File: src/rtl/ex_stage_md.sv
// MIPS execute stage: logic/shift/move result select plus an iterative
// restoring DIV/DIVU unit that owns HI/LO and stalls the pipeline while busy.
module ex_stage_md #(
  parameter int WIDTH    = 32,
  parameter int DIV_ITER = 32
) (
  input  logic             clk,
  input  logic             rst,
  input  logic [7:0]       aluop_i,
  input  logic [2:0]       alusel_i,
  input  logic [WIDTH-1:0] reg1_i,
  input  logic [WIDTH-1:0] reg2_i,
  input  logic [4:0]       wd_i,
  input  logic             wreg_i,
  output logic [WIDTH-1:0] ex_wreg_data,
  output logic             ex_we,
  output logic [4:0]       ex_wreg_addr,
  output logic             stallreq,
  output logic [WIDTH-1:0] hi_o,
  output logic [WIDTH-1:0] lo_o
);

  localparam logic [7:0] OP_OR   = 8'h25;
  localparam logic [7:0] OP_AND  = 8'h24;
  localparam logic [7:0] OP_XOR  = 8'h26;
  localparam logic [7:0] OP_NOR  = 8'h27;
  localparam logic [7:0] OP_SLL  = 8'h7C;
  localparam logic [7:0] OP_SRL  = 8'h02;
  localparam logic [7:0] OP_SRA  = 8'h03;
  localparam logic [7:0] OP_DIV  = 8'h1A;
  localparam logic [7:0] OP_DIVU = 8'h1B;
  localparam logic [7:0] OP_MFHI = 8'h10;
  localparam logic [7:0] OP_MFLO = 8'h12;

  localparam logic [2:0] SEL_LOGIC = 3'd1;
  localparam logic [2:0] SEL_SHIFT = 3'd2;
  localparam logic [2:0] SEL_MOVE  = 3'd3;

  localparam int CW = $clog2(DIV_ITER);
  localparam logic [CW-1:0] CNT_LAST = CW'(DIV_ITER - 1);

  typedef enum logic [1:0] {S_IDLE, S_RUN, S_DONE} state_e;

  state_e           state_q, state_d;
  logic [CW-1:0]    cnt_q, cnt_d;
  logic [WIDTH-1:0] rem_q, rem_d;
  logic [WIDTH-1:0] quo_q, quo_d;
  logic [WIDTH-1:0] dvs_q, dvs_d;
  logic             qneg_q, qneg_d;
  logic             rneg_q, rneg_d;
  logic             dz_q, dz_d;
  logic [WIDTH-1:0] hi_q, hi_d;
  logic [WIDTH-1:0] lo_q, lo_d;

  logic             is_div, is_signed;
  logic             a_neg, b_neg;
  logic [WIDTH-1:0] a_mag, b_mag;

  assign is_div    = (aluop_i == OP_DIV) || (aluop_i == OP_DIVU);
  assign is_signed = (aluop_i == OP_DIV);
  assign a_neg     = is_signed & reg1_i[WIDTH-1];
  assign b_neg     = is_signed & reg2_i[WIDTH-1];
  assign a_mag     = a_neg ? -reg1_i : reg1_i;
  assign b_mag     = b_neg ? -reg2_i : reg2_i;

  // One restoring step: shift the next dividend bit into the remainder and
  // subtract the divisor when it fits. Remainder stays below the divisor, so
  // the low WIDTH bits of the difference are exact whenever no borrow occurs.
  logic [WIDTH:0]   step_sh;
  logic             step_borrow;
  logic [WIDTH-1:0] step_diff;
  logic [WIDTH-1:0] step_rem;
  logic [WIDTH-1:0] step_quo;

  assign step_sh     = {rem_q, quo_q[WIDTH-1]};
  assign step_borrow = (step_sh < {1'b0, dvs_q});
  assign step_diff   = step_sh[WIDTH-1:0] - dvs_q;
  assign step_rem    = step_borrow ? step_sh[WIDTH-1:0] : step_diff;
  assign step_quo    = {quo_q[WIDTH-2:0], ~step_borrow};

  always_ff @(posedge clk) begin
    if (!rst) begin
      state_q <= S_IDLE;
      cnt_q   <= '0;
      rem_q   <= '0;
      quo_q   <= '0;
      dvs_q   <= '0;
      qneg_q  <= 1'b0;
      rneg_q  <= 1'b0;
      dz_q    <= 1'b0;
      hi_q    <= '0;
      lo_q    <= '0;
    end else begin
      state_q <= state_d;
      cnt_q   <= cnt_d;
      rem_q   <= rem_d;
      quo_q   <= quo_d;
      dvs_q   <= dvs_d;
      qneg_q  <= qneg_d;
      rneg_q  <= rneg_d;
      dz_q    <= dz_d;
      hi_q    <= hi_d;
      lo_q    <= lo_d;
    end
  end

  always_comb begin
    state_d = state_q;
    case (state_q)
      S_IDLE: if (is_div) state_d = (reg2_i == '0) ? S_DONE : S_RUN;
      S_RUN:  if (cnt_q == CNT_LAST) state_d = S_DONE;
      S_DONE: state_d = S_IDLE;
      default: state_d = S_IDLE;
    endcase
  end

  always_comb begin
    cnt_d  = cnt_q;
    rem_d  = rem_q;
    quo_d  = quo_q;
    dvs_d  = dvs_q;
    qneg_d = qneg_q;
    rneg_d = rneg_q;
    dz_d   = dz_q;
    hi_d   = hi_q;
    lo_d   = lo_q;
    case (state_q)
      S_IDLE: begin
        if (is_div) begin
          cnt_d  = '0;
          dvs_d  = b_mag;
          qneg_d = a_neg ^ b_neg;
          rneg_d = a_neg;
          if (reg2_i == '0) begin
            dz_d  = 1'b1;
            rem_d = reg1_i;
            quo_d = '1;
          end else begin
            dz_d  = 1'b0;
            rem_d = '0;
            quo_d = a_mag;
          end
        end
      end
      S_RUN: begin
        rem_d = step_rem;
        quo_d = step_quo;
        cnt_d = cnt_q + 1'b1;
      end
      S_DONE: begin
        // Divide-by-zero results were preloaded raw and bypass the sign fix.
        hi_d = (!dz_q && rneg_q) ? -rem_q : rem_q;
        lo_d = (!dz_q && qneg_q) ? -quo_q : quo_q;
      end
      default: ;
    endcase
  end

  always_comb begin
    stallreq = 1'b0;
    case (state_q)
      S_IDLE:  stallreq = is_div;
      S_RUN:   stallreq = 1'b1;
      default: stallreq = 1'b0;
    endcase
  end

  logic [WIDTH-1:0] logic_res, shift_res, move_res;

  always_comb begin
    logic_res = '0;
    case (aluop_i)
      OP_OR:   logic_res = reg1_i | reg2_i;
      OP_AND:  logic_res = reg1_i & reg2_i;
      OP_XOR:  logic_res = reg1_i ^ reg2_i;
      OP_NOR:  logic_res = ~(reg1_i | reg2_i);
      default: logic_res = '0;
    endcase
  end

  always_comb begin
    shift_res = '0;
    case (aluop_i)
      OP_SLL:  shift_res = reg2_i << reg1_i[4:0];
      OP_SRL:  shift_res = reg2_i >> reg1_i[4:0];
      OP_SRA:  shift_res = $unsigned($signed(reg2_i) >>> reg1_i[4:0]);
      default: shift_res = '0;
    endcase
  end

  always_comb begin
    move_res = '0;
    case (aluop_i)
      OP_MFHI: move_res = hi_q;
      OP_MFLO: move_res = lo_q;
      default: move_res = '0;
    endcase
  end

  always_comb begin
    ex_wreg_data = '0;
    case (alusel_i)
      SEL_LOGIC: ex_wreg_data = logic_res;
      SEL_SHIFT: ex_wreg_data = shift_res;
      SEL_MOVE:  ex_wreg_data = move_res;
      default:   ex_wreg_data = '0;
    endcase
  end

  assign ex_we        = wreg_i & ~stallreq & ~is_div;
  assign ex_wreg_addr = wd_i;
  assign hi_o         = hi_q;
  assign lo_o         = lo_q;

endmodule

File: config.mk
export PLATFORM = sky130hd
export DESIGN_NAME = ex_stage_md
export DESIGN_NICKNAME = d
export VERILOG_FILES = /design/src/rtl/ex_stage_md.sv
export SDC_FILE = /design/constraint.sdc
export NUM_CORES = 1
export LEC_CHECK = 0
export ABC_AREA = 0
export BUFFER_PORTS_ARGS = -buffer_cell sky130_fd_sc_hd__buf_2
export CAP_MARGIN = 20
export CORE_MARGIN = 3
export CORE_UTILIZATION = 39
export DETAILED_ROUTE_END_ITERATION = 16
export HOLD_SLACK_MARGIN = 0.12
export PLACE_DENSITY = 0.6
export SLEW_MARGIN = 0
export SYNTH_ARGS = -nofsm -noshare
export SYNTH_HDL_FRONTEND = slang
export SYNTH_SLANG_ARGS = --single-unit
File: constraint.sdc
create_clock -name clk -period 8.03 [get_ports clk]
set_input_delay 2.409 -clock clk [delete_from_list [all_inputs] [get_ports clk]]
set_output_delay 2.409 -clock clk [all_outputs]
set_load 0.01 [all_outputs]
==> flow_summary.json, run 1 <==
{
  "outcome": "finished, final reports clean",
  "post_cts_buffers": 0,
  "path_clk_slew_ps": 70,
  "postCtsHoldBufs": 0,
  "ant_nets": 0,
  "grt_pass1_wl_mm": 114,
  "clockPowerShare": 0.366,
  "final.period_utilization": 0.934,
  "cts_tree": "done",
  "via_per_inst": 6.40,
  "arrival_ps": 5090,
  "cts-htree-levels": 4,
  "critical_path_class": "in2out",
  "yosysWarnings": 0,
  "p_leak_nw": 7.63,
  "p_switching_mw": 0.803,
  "ys_types": 90,
  "yosysSeqAreaShare": 0.194,
  "regArea_um2": 3400,
  "cts_root_buf": "clkbuf_16",
  "dr.pass1.iters": 6,
  "dp_cells": 2944,
  "fin_util": 0.437,
  "core_area_um2": 44300,
  "syn_inst": 2338,
  "fin_setup_tns_ps": 0,
  "antenna_found_initial": 4,
  "setup_viol": 0,
  "clk_path_buf_depth": 2,
  "die_h_um": 218,
  "synth_top_area_frac": 0.194,
  "synthTopCellsByArea": "dfxtp_1 (19%), ha_1 (7.4%), xnor2_1 (6.1%), mux4_2 (5.8%), nor2_1 (5.6%)",
  "cap_violations": 0,
  "synth_top_cell_by_area": "dfxtp_1",
  "die_w_um": 218,
  "vdd_drop_max_uv": 152,
  "max-slew-margin-rel": 0.278,
  "swShare": 0.339,
  "hold_viol": 0,
  "dp_hpwl_mm": 59.4,
  "drv_slew": 0,
  "cp.required_ps": 5620,
  "worstHoldPathType": "reg2reg",
  "worstSkewPairLatency_ps": 460,
  "routed_wl_mm": 77.6,
  "vias": 19100,
  "period_needed_ps": 7500,
  "syn2layout_area_growth_pct": 10.7,
  "num-fill-cells": 4552,
  "start_util": 0.395,
  "grt_start_max_net_pins": 93,
  "power_density_nw_per_um2": 122,
  "overflow": 0,
  "crit_fanout": 49,
  "wl_per_cell_um": 26.0,
  "tightest_slew_ps": 1070,
  "pwr-share-comb": 0.274,
  "io_buffers": 175,
  "internal_power_mw": 1.57,
  "nets": 2559,
  "grt_util_all_layers": 0.316,
  "clock_sinks": 170,
  "cts_repair_resize_count": 0,
  "dieArea_um2": 47500,
  "synth-seq-cells": 170,
  "layout-drive-gt1-share": 0.146,
  "synth_edf_count": 0,
  "whs_ps": 457,
  "synth_ff_type": "dfxtp_1",
  "multi_input_area_um2": 12900,
  "ios": 186,
  "pwr-share-seq": 0.359,
  "reg2reg_slack_ps": 4470,
  "fmax_ghz": 0.133,
  "rsz0062_at_grt": "false",
  "avgSynthCellArea_um2": 7.49,
  "grt_pass1_vias": 17500,
  "gp_congestion": 1.02,
  "fin_cells": 2981,
  "synthArstFlopShare": 0,
  "cts-buffers-inserted": 17,
  "rows": 77,
  "drc_errors": 0,
  "crit_path_start_kind": "input pin",
  "drtIter0Drc": 2260,
  "skew_ps": 20.6,
  "end_kind": "output pin",
  "mappedNetlistNets": 2525,
  "synth_area_um2": 17500
}
[flip-flops by register name (all words and copies together), names as in the netlist]
register,cells
state_q,2
qneg_q,1
hi_o,32
lo_o,32
rneg_q,1
quo_q,32
rem_q,32
cnt_q,5
dvs_q,32
dz_q,1
[layout by cell type, fill, tap and decap left out, drive strengths merged, types with 25 or more instances in the layout]
cell    count
nor2      262
buf       221
mux4       45
inv       120
a211oi     79
xor2       32
xnor2     121
mux2i      92
nor3       44
nand3      45
ha        103
or3        28
a21oi     179
o21ai     184
nand2     204
a31oi      25
a22oi      62
dfxtp     170
[power by group through the flow]
stage / clock, mW / sequential [mW] / combinational [mW]
floorplan: 0 / 0.868 / 0.421
global placement: 0 / 0.870 / 0.629
detailed placement: 0 / 0.870 / 0.632
CTS: 0.876 / 0.851 / 0.635
global route: 0.907 / 0.851 / 0.691
finish: 0.868 / 0.851 / 0.650
[cell usage after synthesis (62+ instances only)]
| cell | number |
|---|---|
| nor2_1 | 261 |
| o21ai_0 | 177 |
| dfxtp_1 | 170 |
| nand2_1 | 203 |
| xnor2_1 | 121 |
| clkbuf_1 | 159 |
| inv_1 | 114 |
| mux2i_1 | 92 |
| ha_1 | 103 |
| a211oi_1 | 79 |
| a21oi_1 | 179 |
| a22oi_1 | 62 |
[metrics by stage]
stage               setup WS [ps]  area (µm²)  total power, mW
floorplan                    1090       17500             1.29
global placement              644       18700             1.50
detailed placement            650       18700             1.50
CTS                           642       19300             2.36
global route                  337       19400             2.45
finish                        532       19400             2.37
[area by class of cell]
class,instances,area share
timing repair buffer,221,0.0670
sequential,170,0.176
clock buffer,21,0.0248
tap,592,0.0382
inverter,118,0.0230
multi-input combinational,1844,0.664
antenna,4,0.000517
clock inverter,11,0.00691
[kinds of logic (layout without fill, tap and decap cells)]
| logic type | after synthesis | after routing | synth area share |
|---|---|---|---|
| flip-flops | 170 | 170 | 0.194 |
| AO/OA/AOI/OAI | 749 | 749 | 0.280 |
| adder cells (fa/ha/maj) | 104 | 104 | 0.0747 |
| other | 0 | 4 | 0 |
| buffers and inverters | 324 | 371 | 0.0733 |
| XOR/XNOR | 153 | 153 | 0.0765 |
| AND/OR/NAND/NOR | 693 | 693 | 0.185 |
| multiplexers | 145 | 145 | 0.116 |
[metal layers]
metal	wire, µm	GRT usage
met1	32100	0.431
met5	0	0
met4	4120	0.154
met2	34200	0.485
met3	7230	0.0528
[path summary, 6_finish.rpt]
kind,start,to,depth (start not counted)
setup / recovery,reg1_i[1],ex_wreg_data[25],11
hold / removal,dvs_q[26]$_SDFFE_PN0P_,dvs_q[26]$_SDFFE_PN0P_,2
setup reg to reg,rem_q[15]$_SDFFE_PN0P_,rem_q[15]$_SDFFE_PN0P_,10
hold reg to reg,dvs_q[26]$_SDFFE_PN0P_,dvs_q[26]$_SDFFE_PN0P_,2
[critical path, cell delays in order]
cell	delay, ps
buf_4	520
buf_4	340
mux2i_1	290
mux2_2	250
nand2_1	60
o21ai_0	130
o21ai_0	160
a22oi_1	220
o21ai_0	130
a221o_1	400
buf_2	150
Power figures use the tool's default switching activity.
==> run 2: changes to the inputs <==
==> constraint.sdc (replaced) <==
create_clock -name clk -period 8.03 [get_ports clk]
set_input_delay 0.803 -clock clk [delete_from_list [all_inputs] [get_ports clk]]
set_output_delay 0.803 -clock clk [all_outputs]
set_load 0.01 [all_outputs]
==> run 2 against run 1 <==
Compared with the run above:
- sequential power about the same
- combinational power shrank 2%
- critical path depth down 3
- via count shrank 2.4%
- clock power rose by 1%
- maximum frequency is 50% higher
- total power is essentially flat
- setup slack improved by 2500 ps
- non-clock buffer count fell by 23
- largest cell class unchanged
==> flow_summary.json, run 2 (synthesis results as in run 1) <==
{
  "swShare": 0.337,
  "vias": 18600,
  "grt_start_max_net_pins": 111,
  "overflow": 0,
  "pwr-share-comb": 0.270,
  "drc_errors": 0,
  "path_clk_slew_ps": 70,
  "wl_per_cell_um": 25.5,
  "vdd_drop_max_uv": 142,
  "cp.required_ps": 7230,
  "crit_path_start_kind": "input pin",
  "end_kind": "output pin",
  "worstSkewPairLatency_ps": 440,
  "drtIter0Drc": 2270,
  "dr.pass1.iters": 5,
  "grt_pass1_wl_mm": 111,
  "cpPeakStageDelay_ps": 1100,
  "power_density_nw_per_um2": 124,
  "grt_util_all_layers": 0.307,
  "setup_viol": 0,
  "routed_wl_mm": 75.5,
  "io_buffers": 175,
  "cpMaxStageDelayCell": "a21oi_1",
  "hold_viol": 0,
  "clock_sinks": 170,
  "total_power_mw": 2.37,
  "p_leak_nw": 7.50,
  "path_cells": "buf_2, buf_4, nor3_1, nand3_1, a21oi_1, o21ai_0, o221ai_1, buf_2",
  "post_cts_buffers": 0,
  "worstHoldPathCells": 2,
  "core_area_um2": 44300,
  "final.period_utilization": 0.624,
  "drv_slew": 0,
  "outcome": "finished, final reports clean",
  "dieArea_um2": 47500,
  "p_switching_mw": 0.800,
  "arrival_ps": 4210,
  "fmax_ghz": 0.200,
  "fin_cells": 2956,
  "cts_tree": "done",
  "period_needed_ps": 5010,
  "critical_path_class": "in2out",
  "start_util": 0.395,
  "pwr-share-seq": 0.359,
  "dp_slack_ps": 3250,
  "ios": 186,
  "layout-drive-gt1-share": 0.138,
  "dp_cells": 2922,
  "internal_power_mw": 1.57,
  "cap_violations": 0,
  "cts_repair_resize_count": 0,
  "clk_path_buf_depth": 2,
  "clockPowerShare": 0.371,
  "crit_fanout": 75,
  "max-slew-margin-rel": 0.248,
  "setup_ws_ps": 3020,
  "most-common-layout-cells": "nor2_1 (260), nand2_1 (203), a21oi_1 (179), o21ai_0 (177), buf_2 (172)",
  "ff2ff_path_depth": 9,
  "die_w_um": 218,
  "cts-buffers-inserted": 17,
  "skew_ps": 9.96,
  "die_h_um": 218,
  "tightest_slew_ps": 1120,
  "antenna_found_initial": 3,
  "cts-htree-levels": 4,
  "gp_congestion": 0.973,
  "via_per_inst": 6.30,
  "grt_pass1_vias": 17100,
  "rows": 77,
  "critPathMostFrequentCell": "buf_2",
  "fin_setup_tns_ps": 0,
  "worstHoldPathType": "reg2reg",
  "cts_root_buf": "clkbuf_16",
  "ant_nets": 0,
  "dp_hpwl_mm": 58.2,
  "rsz0062_at_grt": "false",
  "postCtsHoldBufs": 0,
  "final_common_cell": "nor2_1",
  "syn2layout_area_growth_pct": 9.30,
  "nets": 2536
}
## run 2: cell types whose count changed in the layout (fill, tap and decap cells not counted), sizes merged
cell      previous run  this run
bufinv               2         3
clkbuf              21        18
clkinv               6         5
inv                120       122
buf                221       198
diode                4         2
clkinvlp             1         2
## run 2: per-stage QoR
step / instance area (µm²) / hold slack [ps] / util
after floorplan: 17500 / 423 / -
after global placement: 18500 / 445 / 0.418
after detailed placement: 18500 / 449 / 0.418
after CTS: 19100 / 457 / 0.432
after global routing: 19100 / 483 / 0.432
final: 19100 / 456 / 0.432
## run 2: power groups by stage
stage | combinational (mW) | clock [mW] | sequential (mW)
floorplan | 0.421 | 0 | 0.868
global route | 0.681 | 0.928 | 0.851
detailed placement | 0.624 | 0 | 0.870
finish | 0.640 | 0.880 | 0.851
CTS | 0.626 | 0.892 | 0.851
global placement | 0.619 | 0 | 0.870
## run 2: worst max-delay path, delay by kind of cell
family	cells	cell delay (ps)
AOI/OAI and AO/OA	3	1730
buffers and inverters	3	630
and+or+nand+nor	2	1030
## run 2: path summary, 6_finish.rpt
check,to,slack (ps),from
setup / recovery,ex_wreg_data[5],3020,aluop_i[0]
hold / removal,dvs_q[26]$_SDFFE_PN0P_,460,dvs_q[26]$_SDFFE_PN0P_
setup reg to reg,rem_q[31]$_SDFFE_PN0P_,4460,rem_q[17]$_SDFFE_PN0P_
hold reg to reg,dvs_q[26]$_SDFFE_PN0P_,460,dvs_q[26]$_SDFFE_PN0P_
## run 2: area by class of cell
class / instances / area (µm²)
flip-flops and latches: 170 / 3400
multi-input cells: 1844 / 12900
repair buffers: 198 / 1060
inverters: 118 / 445
clock inverters: 14 / 185
diodes: 2 / 5.00
well taps: 592 / 741
clock buffers: 18 / 439
fillers: 4570 / 25200
## run 2: layer usage
layer  part of all wire  vias to the layer above  GRT usage
met2               0.44                      964      0.474
met4              0.060                        0      0.160
met5                  0                        -          0
met1               0.42                     8922      0.415
met3              0.081                      183     0.0465
li1                   -                     8557          -
